File: config.mk
export PLATFORM = sky130hd
export DESIGN_NAME = rf_write_arbiter
export DESIGN_NICKNAME = d
export VERILOG_FILES = /design/src/rtl/rf_write_arbiter.sv
export SDC_FILE = /design/constraint.sdc
export NUM_CORES = 1
export LEC_CHECK = 0
export CORE_AREA = 2 2 116 118
export CTS_BUF_LIST = sky130_fd_sc_hd__clkbuf_4 sky130_fd_sc_hd__clkbuf_8
export DETAILED_ROUTE_END_ITERATION = 12
export DIE_AREA = 0 0 118 120
export PLACE_DENSITY = 0.94
export REMOVE_ABC_BUFFERS = 1
export SYNTH_ARGS = -nofsm -noshare
export SYNTH_HDL_FRONTEND = slang
export SYNTH_SLANG_ARGS = --single-unit
File: constraint.sdc
create_clock -name clk -period 2.15 [get_ports clk]
set_clock_uncertainty 0.15 [all_clocks]
set_input_delay 0.215 -clock clk [delete_from_list [all_inputs] [get_ports clk]]
set_output_delay 0.215 -clock clk [all_outputs]
set_load 0.02 [all_outputs]
File: src/rtl/rf_write_arbiter.sv
// Shares the register file write port between the execute (A) and load (B) writeback paths.
// Each path has a one-entry holding buffer; a 32-entry busy scoreboard reports read hazards.
module rf_write_arbiter #(
    parameter int N = 32
) (
    input  logic         clk,
    input  logic         rst,
    input  logic         a_valid,
    output logic         a_ready,
    input  logic [4:0]   a_rd,
    input  logic [N-1:0] a_data,
    input  logic         b_valid,
    output logic         b_ready,
    input  logic [4:0]   b_rd,
    input  logic [N-1:0] b_data,
    output logic         rf_we,
    output logic [4:0]   rf_wreg,
    output logic [N-1:0] rf_wdata,
    input  logic         issue_valid,
    input  logic [4:0]   issue_rd,
    input  logic [4:0]   rs1,
    input  logic [4:0]   rs2,
    output logic         hazard,
    output logic [31:0]  busy
);

    localparam logic SRC_A = 1'b0;
    localparam logic SRC_B = 1'b1;

    logic         r_a_full;
    logic [4:0]   r_a_rd;
    logic [N-1:0] r_a_data;
    logic         r_b_full;
    logic [4:0]   r_b_rd;
    logic [N-1:0] r_b_data;
    logic         r_last_grant;
    logic         r_rf_we;
    logic [4:0]   r_rf_wreg;
    logic [N-1:0] r_rf_wdata;
    logic [31:0]  r_busy;

    logic         w_grant_a;
    logic         w_grant_b;
    logic         w_a_load;
    logic         w_b_load;
    logic [31:0]  w_busy_d;

    // Grants depend only on buffer state, so ready never depends on valid.
    always_comb begin
        w_grant_a = r_a_full & (~r_b_full | (r_last_grant == SRC_B));
        w_grant_b = r_b_full & (~r_a_full | (r_last_grant == SRC_A));
    end

    assign a_ready = ~r_a_full | w_grant_a;
    assign b_ready = ~r_b_full | w_grant_b;

    // Writes to x0 complete the handshake but are dropped here.
    assign w_a_load = a_valid & a_ready & (a_rd != 5'd0);
    assign w_b_load = b_valid & b_ready & (b_rd != 5'd0);

    always_ff @(posedge clk or negedge rst) begin
        if (!rst) begin
            r_a_full <= 1'b0;
            r_a_rd   <= 5'd0;
            r_a_data <= '0;
        end else if (w_a_load) begin
            r_a_full <= 1'b1;
            r_a_rd   <= a_rd;
            r_a_data <= a_data;
        end else if (w_grant_a) begin
            r_a_full <= 1'b0;
        end
    end

    always_ff @(posedge clk or negedge rst) begin
        if (!rst) begin
            r_b_full <= 1'b0;
            r_b_rd   <= 5'd0;
            r_b_data <= '0;
        end else if (w_b_load) begin
            r_b_full <= 1'b1;
            r_b_rd   <= b_rd;
            r_b_data <= b_data;
        end else if (w_grant_b) begin
            r_b_full <= 1'b0;
        end
    end

    always_ff @(posedge clk or negedge rst) begin
        if (!rst) begin
            r_last_grant <= SRC_B;
        end else if (w_grant_a) begin
            r_last_grant <= SRC_A;
        end else if (w_grant_b) begin
            r_last_grant <= SRC_B;
        end
    end

    always_ff @(posedge clk or negedge rst) begin
        if (!rst) begin
            r_rf_we    <= 1'b0;
            r_rf_wreg  <= 5'd0;
            r_rf_wdata <= '0;
        end else begin
            r_rf_we <= w_grant_a | w_grant_b;
            if (w_grant_a) begin
                r_rf_wreg  <= r_a_rd;
                r_rf_wdata <= r_a_data;
            end else if (w_grant_b) begin
                r_rf_wreg  <= r_b_rd;
                r_rf_wdata <= r_b_data;
            end
        end
    end

    // Clear lands on the edge the register file commits; a same-edge issue wins.
    always_comb begin
        w_busy_d = r_busy;
        if (r_rf_we) begin
            w_busy_d[r_rf_wreg] = 1'b0;
        end
        if (issue_valid && (issue_rd != 5'd0)) begin
            w_busy_d[issue_rd] = 1'b1;
        end
        w_busy_d[0] = 1'b0;
    end

    always_ff @(posedge clk or negedge rst) begin
        if (!rst) begin
            r_busy <= 32'd0;
        end else begin
            r_busy <= w_busy_d;
        end
    end

    assign rf_we    = r_rf_we;
    assign rf_wreg  = r_rf_wreg;
    assign rf_wdata = r_rf_wdata;
    assign busy     = r_busy;
    assign hazard   = r_busy[rs1] | r_busy[rs2];

endmodule

# Word level (Yosys, flattened, before mapping)
# Cells that the tools add are included.
op_classes:
  bitwise_logic: 18
  reduce_logical: 9
  magnitude_cmp: 6
  muxes: 20
op_table:
  columns: ["cell", "count"]
  rows:
  - ["two-way mux 32 bit", 4]
  - ["bitwise AND 32 bit", 1]
  - ["inverter 32 bit", 1]
  - ["bitwise OR 32 bit", 1]
  - ["less-than comparator 5 x 6 -> 1 bit, second input constant", 4]
  - ["nonzero test 5 bit", 3]
  - ["binary-select mux 1 bit (select 5 bit)", 2]
  - ["demux 1 bit (select 5 bit)", 2]
  - [">= comparator 5 x 1 -> 1 bit, second input constant", 2]
  - ["two-way mux 1 bit", 10]
  - ["two-way mux 5 bit", 2]
  - ["bitwise AND 1 bit", 6]
  - ["bitwise OR 1 bit", 6]
  - ["nonzero test 2 bit", 3]
  - ["logical AND 1 bit", 3]
  - ["inverter 1 bit", 3]
totals:
  inputBits: 94
  out_inout_bits: 73
  word_cells: 64
  regBits: 146

# Longest topological paths before layout
logic_depth:
  word_depth: 9
  ltp_mapped: 6
  mapped_depth_nobuf: 4

# Worst setup path before layout
# OpenSTA, ideal clock, no wires.
synth_timing:
  path_kind: "flip-flop to output port"
  from: "register r_busy[11] (netlist: busy[11])"
  to: "output hazard"
  path_buffers: 0
  stages_incl_launch_ff: 5
  required_time_ns: 1.785
  setup_slack_ns: -0.077
  arrival_ns: 1.862
  cell_sequence: "dfrtp_1 -> mux4_1 -> a22oi_2 -> o211ai_1 -> or4_1"
synth_via:
  elab_chain_cells: 3
  word_cells_on_any_way: 5
  cone_classes: "4 x mux; 1 x bitwise"
synth_lines:
  columns: ["element", "line", "rtl"]
  rows:
  - ["from (decl)", "40", "logic [31:0] r_busy;"]
  - ["from (signal assigned)", "132", "r_busy <= w_busy_d;"]
  - ["binary-select mux 1 bit (select 5 bit)", "140", "assign hazard = r_busy[rs1] | r_busy[rs2];"]
  - ["two-way mux 1 bit (implied by the code)", "140", null]
  - ["bitwise OR 1 bit *", "140", null]
  - ["to (decl)", "23", "output logic hazard,"]
# Every way passes the cells marked *; elsewhere a longest branch is shown, timed or not. The select of a mux whose other input is x is not followed.

# Worst setup path after layout
layout_timing:
  from: "register r_busy[26] (netlist: busy[26])"
  to: "output hazard"
# Same word-level chain as after synthesis.

==> report_table.html <==
<table>
<tr><th>Metric</th><th>Value</th></tr>
<tr><th colspan="2">Outcome</th></tr>
<tr><td>Result of the run</td><td>finished, violations left</td></tr>
<tr><td>Violated checks</td><td>setup timing</td></tr>
<tr><th colspan="2">GRT</th></tr>
<tr><td>Number of antenna violations at the first check in global routing</td><td>0</td></tr>
<tr><td>First-pass GRT wire length</td><td>29.27 mm</td></tr>
<tr><td>Maximum number of pins on one net before global-route repair</td><td>59</td></tr>
<tr><td>Total grt overflow</td><td>0</td></tr>
<tr><td>Via count of the first global-routing pass</td><td>5756</td></tr>
<tr><td>GRT Total Usage</td><td>26.57%</td></tr>
<tr><th colspan="2">Job</th></tr>
<tr><td>Number of max-cap violations</td><td>0</td></tr>
<tr><th colspan="2">Critical path</th></tr>
<tr><td>Worst reg2reg startpoint</td><td>r_a_full</td></tr>
<tr><td>Critical-path maximum fanout</td><td>3</td></tr>
<tr><td>Kind of end point of the critical path</td><td>primary output</td></tr>
<tr><td>Req. time, crit path</td><td>1780 ps</td></tr>
<tr><td>Capturing point of the worst reg2reg path</td><td>rf_wdata[8]</td></tr>
<tr><td>Setup slack of the worst register-to-register path</td><td>390 ps</td></tr>
<tr><td>Data arrival time of the worst path</td><td>2340 ps</td></tr>
<tr><td>Setup Crit Path Kind</td><td>reg2out</td></tr>
<tr><td>Depth of the worst register-to-register path</td><td>4</td></tr>
<tr><td>Kind of launch point of the worst setup path</td><td>flop</td></tr>
<tr><th colspan="2">Pwr</th></tr>
<tr><td>Register share of total power</td><td>36.1%</td></tr>
<tr><td>Worst supply voltage drop on vdd</td><td>0.8200 mV</td></tr>
<tr><td>Total chip power</td><td>12.71 mW</td></tr>
<tr><td>Pint</td><td>8.075 mW</td></tr>
<tr><td>Sw Share</td><td>36.48%</td></tr>
<tr><td>Share of power burned in combinational logic</td><td>45.6%</td></tr>
<tr><td>Power Density</td><td>1382 nW/um^2</td></tr>
<tr><td>Leakage component of the power</td><td>3.917 nW</td></tr>
<tr><td>Switch Pwr</td><td>4.638 mW</td></tr>
<tr><td>Clk pwr share</td><td>18.3%</td></tr>
<tr><th colspan="2">Route</th></tr>
<tr><td>Vias post-DR</td><td>5267</td></tr>
<tr><td>Antenna Nets Post-Route</td><td>0</td></tr>
<tr><td>Per-cell routed wire length</td><td>19.72 um</td></tr>
<tr><td>Number of violations reported at the end of detailed-routing iteration 0</td><td>368</td></tr>
<tr><td>Via density</td><td>5.706</td></tr>
<tr><td>Total Routed Length</td><td>18.20 mm</td></tr>
<tr><td>First-pass DRT Iterations</td><td>7</td></tr>
<tr><td>Remaining DRCs</td><td>0</td></tr>
<tr><th colspan="2">STA</th></tr>
<tr><td>Final clock period utilization by the worst path</td><td>125.6%</td></tr>
<tr><td>Transition at the pin with the smallest max-transition slack</td><td>603.2 ps</td></tr>
<tr><td>Unrepaired setup endpoints after global routing</td><td>true</td></tr>
<tr><td>Minimum clock period after layout</td><td>2700 ps</td></tr>
<tr><td>Count of endpoints failing hold in the final timing report</td><td>0</td></tr>
<tr><td>Worst-case setup margin in the final layout</td><td>-550.5 ps</td></tr>
<tr><td>Setup Total Neg Slack</td><td>-550.5 ps</td></tr>
<tr><td>Setup Viol. Count Final</td><td>1</td></tr>
<tr><td>Slew headroom</td><td>59.79%</td></tr>
<tr><td>Top achievable clock speed</td><td>370.3 MHz</td></tr>
<tr><td>Fin. max-slew vios</td><td>0</td></tr>
<tr><td>Min Hold Slack</td><td>158.8 ps</td></tr>
<tr><th colspan="2">Clocking</th></tr>
<tr><td>Root buffer cell</td><td>sky130_fd_sc_hd__clkbuf_8</td></tr>
<tr><td>Num Clock Sinks</td><td>146</td></tr>
<tr><td>Clock latency of the later-clocked register in the worst-skew pair</td><td>440 ps</td></tr>
<tr><td>Largest buffer count on any clock path</td><td>2</td></tr>
<tr><td>Total clock buffers created by CTS</td><td>17</td></tr>
<tr><td>Clock H-tree levels</td><td>4</td></tr>
<tr><td>CTS tree</td><td>built</td></tr>
<tr><td>Clock transition time at the flip-flop clock pins of the worst setup and hold paths</td><td>80 ps</td></tr>
<tr><th colspan="2">Layout</th></tr>
<tr><td>Most used cells in the layout excluding fill and tap cells</td><td>sky130_fd_sc_hd__clkdlybuf4s50_1, sky130_fd_sc_hd__dfrtp_1, sky130_fd_sc_hd__mux2_2, sky130_fd_sc_hd__o21ai_0, sky130_fd_sc_hd__buf_4</td></tr>
<tr><td>Final cell area excluding filler cells</td><td>9199 um^2</td></tr>
<tr><td>Layout-stage area growth over the synthesis result</td><td>41.49%</td></tr>
<tr><td>Diodes inserted</td><td>0</td></tr>
<tr><td>Layout Cells excl Fill</td><td>923</td></tr>
<tr><td>Share of the core filled with cells in the final layout</td><td>70.87%</td></tr>
<tr><td># nets final</td><td>828</td></tr>
<tr><td>Fraction of final layout cells with drive strength greater than 1</td><td>25.57%</td></tr>
<tr><td>Leading cell type in the layout, fill and taps excluded</td><td>sky130_fd_sc_hd__clkdlybuf4s50_1</td></tr>
<tr><th colspan="2">Logic synthesis</th></tr>
<tr><td>Post-Synthesis Cells</td><td>514</td></tr>
<tr><td>Distinct cell type count after synthesis</td><td>41</td></tr>
<tr><td>Synth Cell Area</td><td>6501 um^2</td></tr>
<tr><td>Share of synthesized flip-flops with an asynchronous set or reset</td><td>100.0%</td></tr>
<tr><td>Primary FF master, synth</td><td>sky130_fd_sc_hd__dfrtp_1</td></tr>
<tr><td>Synth area leaders</td><td>sky130_fd_sc_hd__dfrtp_1, sky130_fd_sc_hd__mux2_2, sky130_fd_sc_hd__mux2i_1, sky130_fd_sc_hd__o21ai_0, sky130_fd_sc_hd__mux4_1</td></tr>
<tr><td>Fraction of synthesized cell area taken by the top area cell type</td><td>55.81%</td></tr>
<tr><td>Average size of a mapped cell</td><td>12.65 um^2</td></tr>
<tr><td>Ys Warns</td><td>0</td></tr>
<tr><td>Flip-flop and latch count after synthesis</td><td>146</td></tr>
<tr><td>Portion of the post-synthesis area used by sequential elements</td><td>56.22%</td></tr>
<tr><td>Library cell with the largest summed area after synthesis</td><td>sky130_fd_sc_hd__dfrtp_1</td></tr>
<tr><td>Number of synthesized flops with an enable pin</td><td>0</td></tr>
<tr><th colspan="2">Die</th></tr>
<tr><td>Number of cell rows</td><td>42</td></tr>
<tr><td>Chip Height</td><td>120 um</td></tr>
<tr><td>Core box area</td><td>12980 um^2</td></tr>
<tr><td>Total die area</td><td>14160 um^2</td></tr>
<tr><td>Starting density of the core</td><td>50.09%</td></tr>
<tr><td>Die width</td><td>118 um</td></tr>
<tr><td>Top Ports</td><td>167</td></tr>
<tr><th colspan="2">Placement</th></tr>
<tr><td>Port buffer count</td><td>165</td></tr>
<tr><td>Total cell area at the placement stage</td><td>8770 um^2</td></tr>
<tr><td>Number of placed instances with taps included</td><td>889</td></tr>
<tr><td>Routability congestion estimate from global placement</td><td>0.9462</td></tr>
<tr><td>Detailed Place HPWL</td><td>13.16 mm</td></tr>
<tr><td>Post-place setup slack</td><td>-1056 ps</td></tr>
<tr><th colspan="2">Worst hold path</th></tr>
<tr><td>Min-delay worst type</td><td>in2async</td></tr>
</table>
-- per-layer routing --
metal | GRT usage [%] | vias up | routed length, um
met4 | 9.262 | 0 | 361
met5 | 0 | - | 0
met3 | 9.078 | 47 | 1636
met2 | 46.98 | 282 | 9418
li1 | - | 2329 | -
met1 | 30.03 | 2609 | 6781
-- worst max-delay path, stage by stage (launching register included) --
cell and delay (ps):
sky130_fd_sc_hd__dfrtp_1 410, sky130_fd_sc_hd__mux4_1 520, sky130_fd_sc_hd__a22oi_2 170, sky130_fd_sc_hd__o211ai_1 120, sky130_fd_sc_hd__or4_1 510, sky130_fd_sc_hd__buf_6 150
-- final cells by class --
type / instances / area [um^2]
well taps: 176 / 220.2
flip-flops and latches: 146 / 3655
repair buffers: 229 / 2211
multi-input cells: 338 / 2671
fillers: 876 / 3781
clock buffers: 18 / 247.7
inverters: 2 / 7.507
clock inverters: 14 / 186.4
-- cell families after synthesis --
kind of cell / share of synthesized area, %
AOI/OAI and AO/OA: 9.430
buffers and inverters: 2.386
DFF: 56.22
muxes: 24.15
other: 0.05768
and+or+nand+nor: 7.756
-- how the worst max path moves through the flow --
stage	depth (start not counted)	start	slack, ps	end
2_1_floorplan	3	a_rd[0]	-1130	r_a_data[0]
3_3_place_gp	6	rs2[0]	-1030	hazard
3_5_place_dp	6	rs2[0]	-1060	hazard
4_1_cts	6	busy[17]	-550	hazard
5_1_grt	6	busy[17]	-640	hazard
6_report	5	busy[26]	-550	hazard
-- synthesized netlist by cell type, drive strengths merged, types with 4 or more instances --
master  count
clkbuf     13
nor2       43
mux2       76
a21oi      37
nand3       7
mux2i      41
buf        15
nand3b     10
nand2       8
o21ai      63
mux4       12
dfrtp     145
or3b        4
-- registers in the layout, indices dropped and copies added (netlist names) --
signal / cells
r_a_full: 1
r_a_data: 32
r_last_grant: 1
busy: 31
r_a_rd: 5
rf_wdata: 32
r_b_data: 32
rf_we: 1
rf_wreg: 5
r_b_full: 1
r_b_rd: 5
-- power by group through the flow --
stage | clock network (mW) | logic [mW] | registers, mW
floorplan | 0 | 2.05 | 5.24
global placement | 0 | 5.54 | 4.50
detailed placement | 0 | 5.74 | 4.59
CTS | 2.36 | 5.80 | 4.57
global route | 2.48 | 6.17 | 4.69
finish | 2.33 | 5.79 | 4.59
-- repair_timing --
| action | CTS | global route |
|---|---|---|
| cloned | 0 | 0 |
| resized for setup | 17 | 0 |
| hold endpoints to repair | 56 | 0 |
| pin swaps | 6 | 0 |
| setup buffers | 1 | 0 |
| hold buffers | 1 | 0 |
| setup endpoints to repair | 3 | 1 |
Note: power is estimated with default switching activity, not from simulation.
